==> src/rtl/cpu_bus_pkg.sv <==
// Shared definitions for the CPU external bus read/write paths.
// Contents: bus geometry constants, BRAM region select encodings and
// the read-responder state type.
package cpu_bus_pkg;

    localparam int unsigned CPU_ADDR_WIDTH = 14;
    localparam int unsigned CPU_DATA_WIDTH = 16;
    localparam int unsigned SEL_WIDTH      = 2;

    // Region select encodings carried on BRAM_SELECT
    localparam logic [SEL_WIDTH-1:0] BRAM_SELECT_CTL    = 2'd0;
    localparam logic [SEL_WIDTH-1:0] BRAM_SELECT_MOD    = 2'd1;
    localparam logic [SEL_WIDTH-1:0] BRAM_SELECT_NORMAL = 2'd2;
    localparam logic [SEL_WIDTH-1:0] BRAM_SELECT_STM    = 2'd3;

    typedef enum logic [1:0] {
        IDLE  = 2'd0,
        WAIT  = 2'd1,
        DRIVE = 2'd2,
        TURN  = 2'd3
    } rd_state_t;

endpackage

==> src/rtl/cpu_bus_req_edge.sv <==
// Registers the bus request and flags its rising edge.
// Ports:
//   clk, rst_n : clock, async active-low reset
//   req        : qualified bus request (combinational from bus strobes)
//   start_c    : one-cycle pulse on the cycle req is first seen high
module cpu_bus_req_edge (
    input  logic clk,
    input  logic rst_n,
    input  logic req,
    output logic start_c
);

    logic req_q;
    logic req_d;

    always_comb begin
        req_d = req;
    end

    always_ff @(posedge clk or negedge rst_n) begin
        if (!rst_n) begin
            req_q <= 1'b0;
        end else begin
            req_q <= req_d;
        end
    end

    // A held request never re-fires; it must drop and rise again.
    assign start_c = req & ~req_q;

endmodule

==> src/rtl/cpu_bus_read_responder.sv <==
// Read-side responder for the CPU external bus (CPU_CKIO domain).
// Detects CPU read cycles, fetches the word from the controller BRAM and
// returns it with a registered tri-state enable for CPU_DATA.
// Ports:
//   CLK, RESET_N         : clock, async active-low reset
//   EN, RD, RDWR, WE     : bus chip select / strobes (active high)
//   BRAM_SELECT/ADDR     : region select and word address
//   BRAM_RD_EN/ADDR/DATA : controller BRAM read port
//   DATA_OUT, DATA_OE    : read data and tri-state enable for CPU_DATA
//   BUSY, RD_COUNT       : not-idle flag, completed-read counter
module cpu_bus_read_responder
    import cpu_bus_pkg::*;
#(
    parameter int unsigned ADDR_WIDTH   = CPU_ADDR_WIDTH,
    parameter int unsigned DATA_WIDTH   = CPU_DATA_WIDTH,
    parameter int unsigned BRAM_LATENCY = 2,
    parameter int unsigned TURNAROUND   = 1
) (
    input  logic                  CLK,
    input  logic                  RESET_N,
    input  logic                  EN,
    input  logic                  RD,
    input  logic                  RDWR,
    input  logic                  WE,
    input  logic [SEL_WIDTH-1:0]  BRAM_SELECT,
    input  logic [ADDR_WIDTH-1:0] BRAM_ADDR,
    output logic                  BRAM_RD_EN,
    output logic [ADDR_WIDTH-1:0] BRAM_RD_ADDR,
    input  logic [DATA_WIDTH-1:0] BRAM_RD_DATA,
    output logic [DATA_WIDTH-1:0] DATA_OUT,
    output logic                  DATA_OE,
    output logic                  BUSY,
    output logic [15:0]           RD_COUNT
);

    localparam int unsigned CNT_W = 3;
    localparam logic [CNT_W-1:0] WAIT_LAST = CNT_W'(BRAM_LATENCY);
    localparam logic [CNT_W-1:0] TURN_LAST = CNT_W'(TURNAROUND - 1);

    logic                  req_c;
    logic                  start_c;

    rd_state_t             state_q,    state_d;
    logic [CNT_W-1:0]      cnt_q,      cnt_d;
    logic                  is_ctl_q,   is_ctl_d;
    logic [ADDR_WIDTH-1:0] rd_addr_q,  rd_addr_d;
    logic                  rd_en_q,    rd_en_d;
    logic [DATA_WIDTH-1:0] data_out_q, data_out_d;
    logic                  oe_q,       oe_d;
    logic                  busy_q,     busy_d;
    logic [15:0]           rd_count_q, rd_count_d;

    // Write strobe or write direction turns the cycle into a write.
    assign req_c = EN & RD & RDWR & ~WE;

    cpu_bus_req_edge u_req_edge (
        .clk     (CLK),
        .rst_n   (RESET_N),
        .req     (req_c),
        .start_c (start_c)
    );

    // Next-state and output logic
    always_comb begin
        state_d    = state_q;
        cnt_d      = cnt_q;
        is_ctl_d   = is_ctl_q;
        rd_addr_d  = rd_addr_q;
        rd_en_d    = 1'b0;
        data_out_d = data_out_q;
        oe_d       = 1'b0;
        rd_count_d = rd_count_q;

        case (state_q)
            IDLE: begin
                if (start_c) begin
                    is_ctl_d   = (BRAM_SELECT == BRAM_SELECT_CTL);
                    data_out_d = '0;
                    cnt_d      = '0;
                    state_d    = WAIT;
                    if (is_ctl_d) begin
                        rd_en_d   = 1'b1;
                        rd_addr_d = BRAM_ADDR;
                    end
                end
            end
            // Non-controller regions pass through WAIT for one cycle so
            // both paths raise OE one cycle after entering DRIVE.
            WAIT: begin
                if (!req_c) begin
                    cnt_d   = '0;
                    state_d = TURN;
                end else if (!is_ctl_q) begin
                    state_d = DRIVE;
                end else if (cnt_q == WAIT_LAST) begin
                    data_out_d = BRAM_RD_DATA;
                    state_d    = DRIVE;
                end else begin
                    cnt_d = cnt_q + CNT_W'(1);
                end
            end
            DRIVE: begin
                if (req_c) begin
                    oe_d = 1'b1;
                end else begin
                    rd_count_d = rd_count_q + 16'd1;
                    cnt_d      = '0;
                    state_d    = TURN;
                end
            end
            TURN: begin
                if (cnt_q == TURN_LAST) begin
                    state_d = IDLE;
                end else begin
                    cnt_d = cnt_q + CNT_W'(1);
                end
            end
            default: begin
                state_d = IDLE;
            end
        endcase

        busy_d = (state_d != IDLE);
    end

    always_ff @(posedge CLK or negedge RESET_N) begin
        if (!RESET_N) begin
            state_q    <= IDLE;
            cnt_q      <= '0;
            is_ctl_q   <= 1'b0;
            rd_addr_q  <= '0;
            rd_en_q    <= 1'b0;
            data_out_q <= '0;
            oe_q       <= 1'b0;
            busy_q     <= 1'b0;
            rd_count_q <= '0;
        end else begin
            state_q    <= state_d;
            cnt_q      <= cnt_d;
            is_ctl_q   <= is_ctl_d;
            rd_addr_q  <= rd_addr_d;
            rd_en_q    <= rd_en_d;
            data_out_q <= data_out_d;
            oe_q       <= oe_d;
            busy_q     <= busy_d;
            rd_count_q <= rd_count_d;
        end
    end

    assign BRAM_RD_EN   = rd_en_q;
    assign BRAM_RD_ADDR = rd_addr_q;
    assign DATA_OUT     = data_out_q;
    assign DATA_OE      = oe_q;
    assign BUSY         = busy_q;
    assign RD_COUNT     = rd_count_q;

endmodule

==> config.mk <==
export PLATFORM = sky130hd
export DESIGN_NAME = cpu_bus_read_responder
export DESIGN_NICKNAME = d
export VERILOG_FILES = /design/src/rtl/cpu_bus_pkg.sv /design/src/rtl/cpu_bus_req_edge.sv /design/src/rtl/cpu_bus_read_responder.sv
export SDC_FILE = /design/constraint.sdc
export NUM_CORES = 1
export LEC_CHECK = 0
export ABC_AREA = 1
export CORE_UTILIZATION = 35
export DETAILED_ROUTE_END_ITERATION = 8
export HOLD_SLACK_MARGIN = 0.1
export PLACE_DENSITY = 0.68
export SLEW_MARGIN = 20
export SYNTH_ARGS = -nofsm -noshare
export SYNTH_HDL_FRONTEND = slang
export SYNTH_HIERARCHICAL = 1
export SYNTH_SLANG_ARGS = --single-unit
==> constraint.sdc <==
create_clock -name CLK -period 1.4 [get_ports CLK]
set_input_delay 0.14 -clock CLK [delete_from_list [all_inputs] [get_ports CLK]]
set_output_delay 0.14 -clock CLK [all_outputs]
set_load 0.02 [all_outputs]
### After elaboration in Yosys (flattened, before gate mapping)

Cells that the tools add are included.
Widths: inputs -> output; s select.

* register bits: 56
* input port bits: 38
* word-level logic and storage cells: 65

* add/subtract/negate cells: 2
* eq/ne operators: 12
* multiplexer cells: 24
* bitwise operators: 7
* reductions and logical operators: 10

Operator list (number)
* $mux 16: 4
* $pmux 16 s2: 1
* $mux 3: 6
* $add 16x1->16 const B: 1
* $mux 2: 6
* $pmux 3 s4: 1
* $ne 2x2->1 const B: 5
* $reduce_and 5->1: 2
* $pmux 2 s4: 1
* $ne 3x3->1 const B: 2
* $mux 1: 5
* $and 1x1->1: 4
* $eq 2x2->1 const B: 2
* $logic_not 2->1: 2
* $reduce_and 2->1: 2
* $reduce_bool 2->1: 2
* $add 3x1->3 const B: 1
* $eq 3x2->1 const B: 1
* $logic_not 3->1: 1
* $not 1->1: 3
* $reduce_and 3->1: 1
* $eq 2x1->1 const B: 1
* $ne 2x1->1 const B: 1

### Longest topological paths before layout

* word-level depth: 7
* gate-level depth with buffers: 11
* gate-level depth less buffers: 10

### Cells and area by module

The synthesis kept the hierarchy.

By module, submodules not included
* cpu_bus_read_responder: times used 1, cells an instance 323, area each 2760.1 sq um, seq. area each 1376.3 sq um
* cpu_bus_req_edge: times used 1, cells an instance 3, area each 35.0 sq um, seq. area each 25.0 sq um

### Worst setup path before layout

No wires, ideal clock.

* path type: register to register
* start: reg cnt_q[0]
* end: reg data_out_q[15] (netlist: DATA_OUT[15])
* setup time: 0.117 ns
* data arrival time: 1.187 ns
* setup slack: 0.096 ns
* cell stages (with the launch flop): 9
* buffers on the path: 1
* cell sequence: dfrtp_1 > inv_1 > ha_1 > nand2_1 > o21ai_4 > nand2_4 > buf_6 > nand2_2 > o21ai_2

* word-level cells in the longest chain between the ends: 3

Ends and longest elaborated chain
* start, declared: line cpu_bus_read_responder.sv:44 `logic [CNT_W-1:0] cnt_q, cnt_d;`
* start signal, assigned: line cpu_bus_read_responder.sv:139 `cnt_q <= cnt_d;`
* $eq 3x2->1: line cpu_bus_read_responder.sv:95 `end else if (cnt_q == WAIT_LAST) begin`
* $ne 2x2->1 (no line)
* $reduce_and 5->1 (no line)
* end signal, assigned: line cpu_bus_read_responder.sv:143 `data_out_q <= data_out_d;`
* end, declared: line cpu_bus_read_responder.sv:48 `logic [DATA_WIDTH-1:0] data_out_q, data_out_d;`

Every way passes these cells.
A chain may end at the register's enable or synchronous reset.

### Worst setup path after layout

Same ends and word-level chain as after synthesis.

==> results by group <==
Synth
  – Number of synthesized register bits: 56
  – Register area share after synthesis: 0.501
  – Ys async rst share: 1.00
  – Post-Syn Instances: 326
  – Post-synth EDFFs: 0
  – Mean Syn Cell Area: 8.57 sq um
  – Top post-synthesis cells by area: dfrtp_1, nand2_1, nand2_2, o21ai_2, nor2_1
  – Top cell type by total area after synthesis: dfrtp_1
  – Commonest cells post-synth: nand2_1, dfrtp_1, nor2_1
  – Synth top area share: 0.501
  – YS warnings: 6
  – Mapped cell area: 2800 sq um
  – Syn Nets: 368
  – Top-count cell post-synth: nand2_1
  – Prevailing post-synth register cell: dfrtp_1
  – Count of cell types in the netlist: 27

Place
  – Routability Congestion: 0.809
  – Placed Instance Area: 3930 sq um
  – Number of I/O port buffers: 86
  – Post-DP HPWL: 4.62 mm
  – Pre-CTS setup slack: -0.339 ns
  – DP Cell Count: 528

Timing
  – Slew Limit Headroom: 0.776
  – Clock Skew: 0.00903 ns
  – Minimum clock period: 1.36 ns
  – Finish-stage setup viols: 0
  – Max frequency: 736 MHz
  – Setup slack after layout: 0.0410 ns
  – TNS Setup: 0 ns
  – RSZ-0062 raised after global routing: yes
  – Worst hold slack: 0.240 ns
  – Final Hold Fails: 0
  – Measured slew at the worst slew-check pin: 0.334 ns
  – Part of the cycle the worst path needs: 0.971
  – Max Slew Vio Count: 0

Critical path
  – Data required, critical path: 1.60 ns
  – Worst-path fanout max: 8
  – CP arrival: 1.56 ns
  – RR Endpoint: DATA_OUT[15]$_DFFE_PN0P_
  – R2R Setup Slk: 0.04 ns
  – Critical path startpoint category: flop
  – FF-to-FF path depth: 8
  – Crit end category: flop
  – Critical path class: flop to flop
  – Worst r2r src: cnt_q[0]$_DFFE_PN0P_

Clock network
  – Sink Count: 56
  – Number of buffers created by CTS: 5
  – Root buffer cell: clkbuf_8
  – H-tree depth: 2
  – Max Root-Sink Buffers: 2
  – CTS tree: built
  – CTS clk-pin slew, worst paths: 0.10 ns
  – Worst-skew pair later-pin latency: 0.31 ns

Final layout
  – Layout cells sized above 1: 0.244
  – Layout fillers: 704
  – Final Cell Area: 4210 sq um
  – Diodes inserted: 0
  – Net count, final: 483
  – Fin util: 0.544
  – Layout Cells excl Fill: 544
  – Area Overhead vs Synth: 50.4%

Pwr
  – Tot Pwr: 6.01 mW
  – Max VDD drop: 0.000615 V
  – Static Leak: 2.14 nW
  – Power Density: 1430 nW/um^2

Global routing
  – Initial antenna violation count: 0
  – First-pass GRT wire length: 10.8 mm
  – Largest net degree at the start of global routing: 57
  – Total gr overflow: 0
  – GRT Total Usage: 0.160
  – Vias in the first global route: 2,291

Hold path
  – Hold crit path type: primary input to flop
  – Worst hold path depth: 4
  – Worst Hold End: u_req_edge/req_q$_DFF_PN0_
  – Hold wc startpoint: RD

Routing
  – DRT iter0 DRCs: 78
  – Vias per Instance: 4.48
  – Routed WL per cell: 11.9 microns
  – Routed via count: 2,438
  – First-pass detailed-route iteration total: 4
  – Post-Route WL: 6.46 mm
  – Antenna viol nets, final: 0
  – Post-route DRC: 0

Flow run
  – Max-Cap Viols: 0

Floorplanning
  – Initial Utilization: 0.362
  – Overall die width: 91.4 microns
  – Die area: 8350 sq um
  – Core area: 7730 sq um
  – Ports: 87
  – Num rows: 32
  – Die Height: 91.4 microns

Status
  – Status: complete, no violations
## cells in the final DEF, fill, tap and decap left out, types with 3 or more instances in the layout
cell type / n
a21oi_1: 3
dlymetal6s2s_1: 3
inv_1: 18
o21ai_2: 17
dlygate4sd2_1: 49
nand2_2: 15
xor2_1: 4
clkbuf_8: 5
inv_2: 3
o21ai_1: 6
dfrtp_2: 4
dfrtp_1: 52
nor2_2: 7
nor2_1: 22
xnor2_1: 3
nand4_1: 5
clkdlybuf4s50_1: 33
o21ai_0: 3
nand3_1: 9
buf_4: 21
buf_12: 5
nand2_4: 16
ha_1: 3
nand2_1: 118
## area by class of cell
type	count	area, sq um	area share
Tap cell	102	128	0.0303
Timing Repair Buffer	115	1120	0.266
Multi-Input combinational cell	239	1340	0.318
Inverter	24	105	0.0250
Clock inverter	2	35.0	0.00833
Clock buffer	6	72.6	0.0173
Sequential cell	56	1410	0.334
## report_power, final
| part | leakage, nW | total, mW | switching, mW | internal, mW |
|---|---|---|---|---|
| sequential | 0.746 | 2.32 | 0.345 | 1.97 |
| clock | 0.0552 | 1.04 | 0.513 | 0.532 |
| combinational | 1.34 | 2.65 | 1.51 | 1.13 |
## registers in the layout, indices dropped and copies added, names as in the netlist
register,flops
is_ctl_q,1
BUSY,1
BRAM_RD_ADDR,14
u_req_edge/req_q,1
RD_COUNT,16
DATA_OUT,16
state_q,2
BRAM_RD_EN,1
DATA_OE,1
cnt_q,3
## routing by layer
| metal | vias to the layer above | global-route usage | routed length, microns |
|---|---|---|---|
| li1 | 1253 | - | - |
| met5 | - | 0 | 0 |
| met2 | 60 | 0.264 | 3170 |
| met1 | 1120 | 0.212 | 2950 |
| met4 | 0 | 0.0397 | 64 |
| met3 | 5 | 0.0369 | 276 |
## worst max path at each step
stage                               from                          end
floorplan           cnt_q[0]$_DFFE_PN0P_     DATA_OUT[15]$_DFFE_PN0P_
global placement                    RDWR  BRAM_RD_ADDR[1]$_DFFE_PN0P_
detailed placement                  RDWR  BRAM_RD_ADDR[2]$_DFFE_PN0P_
CTS                                 RDWR     DATA_OUT[14]$_DFFE_PN0P_
global route        cnt_q[0]$_DFFE_PN0P_     DATA_OUT[15]$_DFFE_PN0P_
finish              cnt_q[0]$_DFFE_PN0P_     DATA_OUT[15]$_DFFE_PN0P_
## cell families (layout without fill, tap and decap cells)
kind of cell,count (synthesis),in the layout,synth area share
buf+inv,31,147,0.0613
compound gates,30,30,0.0806
flops,56,56,0.501
fa+ha+maj,4,4,0.0179
simple gates,198,198,0.317
xor+xnor,7,7,0.0219
## repair_timing
action | CTS | global route
setup endpoints to repair | 56 | 40
cloned | 0 | 2
buffers inserted | 0 | 5
endpoints found under the hold margin | 56 | 0
resized for setup | 51 | 35
pin swaps | 2 | 6
hold buffers | 1 | 0
## critical path, stage by stage (launching register included)
cell and delay (ns):
dfrtp_1 0.40, inv_2 0.09, ha_4 0.14, nand2_4 0.06, o21ai_4 0.16, nand2_4 0.12, buf_12 0.18, nand2_4 0.06
o21ai_2 0.05
No activity file was read; power rests on OpenSTA's default activity.
==> edit (config.mk and constraints unchanged) <==
Re-encode `rd_state_t` (4 states) as one-hot, 4 bits wide.
--- a/src/rtl/cpu_bus_pkg.sv
+++ b/src/rtl/cpu_bus_pkg.sv
@@ -14,9 +14,9 @@
     localparam logic [SEL_WIDTH-1:0] BRAM_SELECT_STM    = 2'd3;
 
-    typedef enum logic [1:0] {
-        IDLE  = 2'd0,
-        WAIT  = 2'd1,
-        DRIVE = 2'd2,
-        TURN  = 2'd3
+    typedef enum logic [3:0] {
+        IDLE  = 4'b0001,
+        WAIT  = 4'b0010,
+        DRIVE = 4'b0100,
+        TURN  = 4'b1000
     } rd_state_t;
 
Function: same outputs for any inputs over 10 cycles, from zero or initial values and one cycle with RESET_N low; not proved beyond that.
==> edit against the original RTL <==
The run now ends with setup timing left; clock power increased by 28%; power decreased by 18%; sequential cell count increased by 2; area after synthesis decreased by 2.5%; critical path depth unchanged; wire length increased by 4.8%; first-iteration DRC count decreased by 2.6%; setup slack got worse by 140 ps; cell area increased by 0.95%; highest routed layer unchanged.
==> edit: results (changes against the original RTL) <==
stage,metric,value,unit,change
outcome,outcome,"complete, but fails checks",,
outcome,failing checks,setup timing,,
drt,Routed WL,6770,um,+4.8%
worst_setup_path,worst path arrival time,1740,ps,+180 ps
hold_path,min-delay worst type,input port to asynchronous set/reset pin,,
sta,final number of setup-violating endpoints,36,,+36
cts,H-Tree Depth,3,,+1
sta,setup_tns,-2004,ps,-2004 ps
logic_synthesis,Synth Area in XOR/XNOR,3.535,%,+1.3 points
sta,Final WS setup,-103.3,ps,-144.2 ps
pwr,Max IR drop VDD,727.7,uV,+18%
placed_design,Routability Congestion,0.8320,,+2.9%
logic_synthesis,Adder-Cell Fraction of Synth Area,1.837,%,+0.046 points
logic_synthesis,Synth Area in Compound Gates,6.795,%,-1.3 points
placed_design,HPWL after DPL,4636,um,+0.45%
sta,Slew HR,79.21,%,+1.6 points
pwr,combinational power,1.62,mW,-39%
placed_design,dpl cells,525,,-0.57%
cts,clock-pin slew on the worst setup and hold paths,60,ps,-40 ps
logic_synthesis,syn avg cell area,8.385,um2,-2.2%
global_routing,first-pass GRT wire length,11100,um,+2.5%
placed_design,pre-CTS WS,-292.6,ps,+46.05 ps
cells_and_area,final net count,488,,+1.0%
logic_synthesis,Area contributors post-synth,"dfrtp_1, nand2_1, nor2_1",,
logic_synthesis,post-synthesis sequential area ratio,53.31,%,+3.2 points
cells_and_area,Layout Utilization,57.30,%,+2.9 points
drt,Via Count,2483,,+1.8%
pwr,Sequential Power,1.97,mW,-15%
cells_and_area,fillers,657,,-6.7%
logic_synthesis,syn_nets,367,,-0.27%
pwr,Net Sw Frac,34.01,%,-5.4 points
drt,Initial DRC Count,76,,-2.6%
pwr,Pleak,2.166,nW,+1.0%
cts,total CTS buffers,9,,+4
drt,vias per cell,4.515,,+0.73%
global_routing,largest net degree at the start of global routing,59,,+3.5%
sta,Clock Skew,6.748,ps,-2.279 ps
logic_synthesis,commonest cells in the netlist,"nand2_1, dfrtp_1, nor2_1",,
logic_synthesis,Netlist cell types,26,,-3.7%
-- edit: cell count changes after synthesis, moves of 4 or more --
cell     unedited run  this run
inv_1              19        24
nand2_1           122       138
nand2_2            24         1
nand2_4             4         0
o21ai_2            17        10
xnor2_1             3         8
-- edit: cell type report --
class                   count  area share, %
flip-flops and latches     58          34.31
multi-input cells         235          30.24
repair buffers            117          26.11
clock buffers              11          3.330
well taps                  99          2.918
inverters                  25          2.387
clock inverters             5         0.7073
-- edit: worst max-delay path, cell delays in order (launching register included) --
cell,delay [ps]
dfstp_2,590
inv_4,60
nor2_4,120
nand2_4,90
o21ai_4,70
nand3_4,150
clkbuf_16,210
nand2_2,60
o21ai_2,50
-- edit: cell families after synthesis --
logic type      after synthesis
compound gates               28
xor+xnor                     11
fa+ha+maj                     4
buf+inv                      32
flops                        58
simple gates                192
-- edit: worst paths after layout --
check	from	to	slack (ps)	cells after the start
max	state_q[0]	DATA_OUT[8]	-100	8
min	RESET_N	RD_COUNT[14]	310	3
max reg2reg	state_q[0]	DATA_OUT[8]	-100	8
min reg2reg	BRAM_RD_ADDR[1]	BRAM_RD_ADDR[1]	470	2
max in group asynchronous	RESET_N	state_q[0]	780	3
min in group CLK	BRAM_ADDR[10]	BRAM_RD_ADDR[10]	330	3
-- edit: routing by layer --
metal | vias up | wire length, um | track usage, % | share of wire [%]
li1 | 1251 | - | - | -
met1 | 1161 | 3025 | 21.65 | 45
met2 | 62 | 3313 | 27.80 | 49
met3 | 9 | 329 | 5.245 | 4.9
met4 | 0 | 102 | 6.183 | 1.5
met5 | - | 0 | 0 | 0
-- edit: timing repair --
item	in CTS	in global routing
buffers inserted	1	4
gates cloned	0	3
pin swaps	1	7
hold endpoints to repair	58	0
hold buffers	1	0
endpoints found under the setup margin	86	50
gates resized for setup	57	49
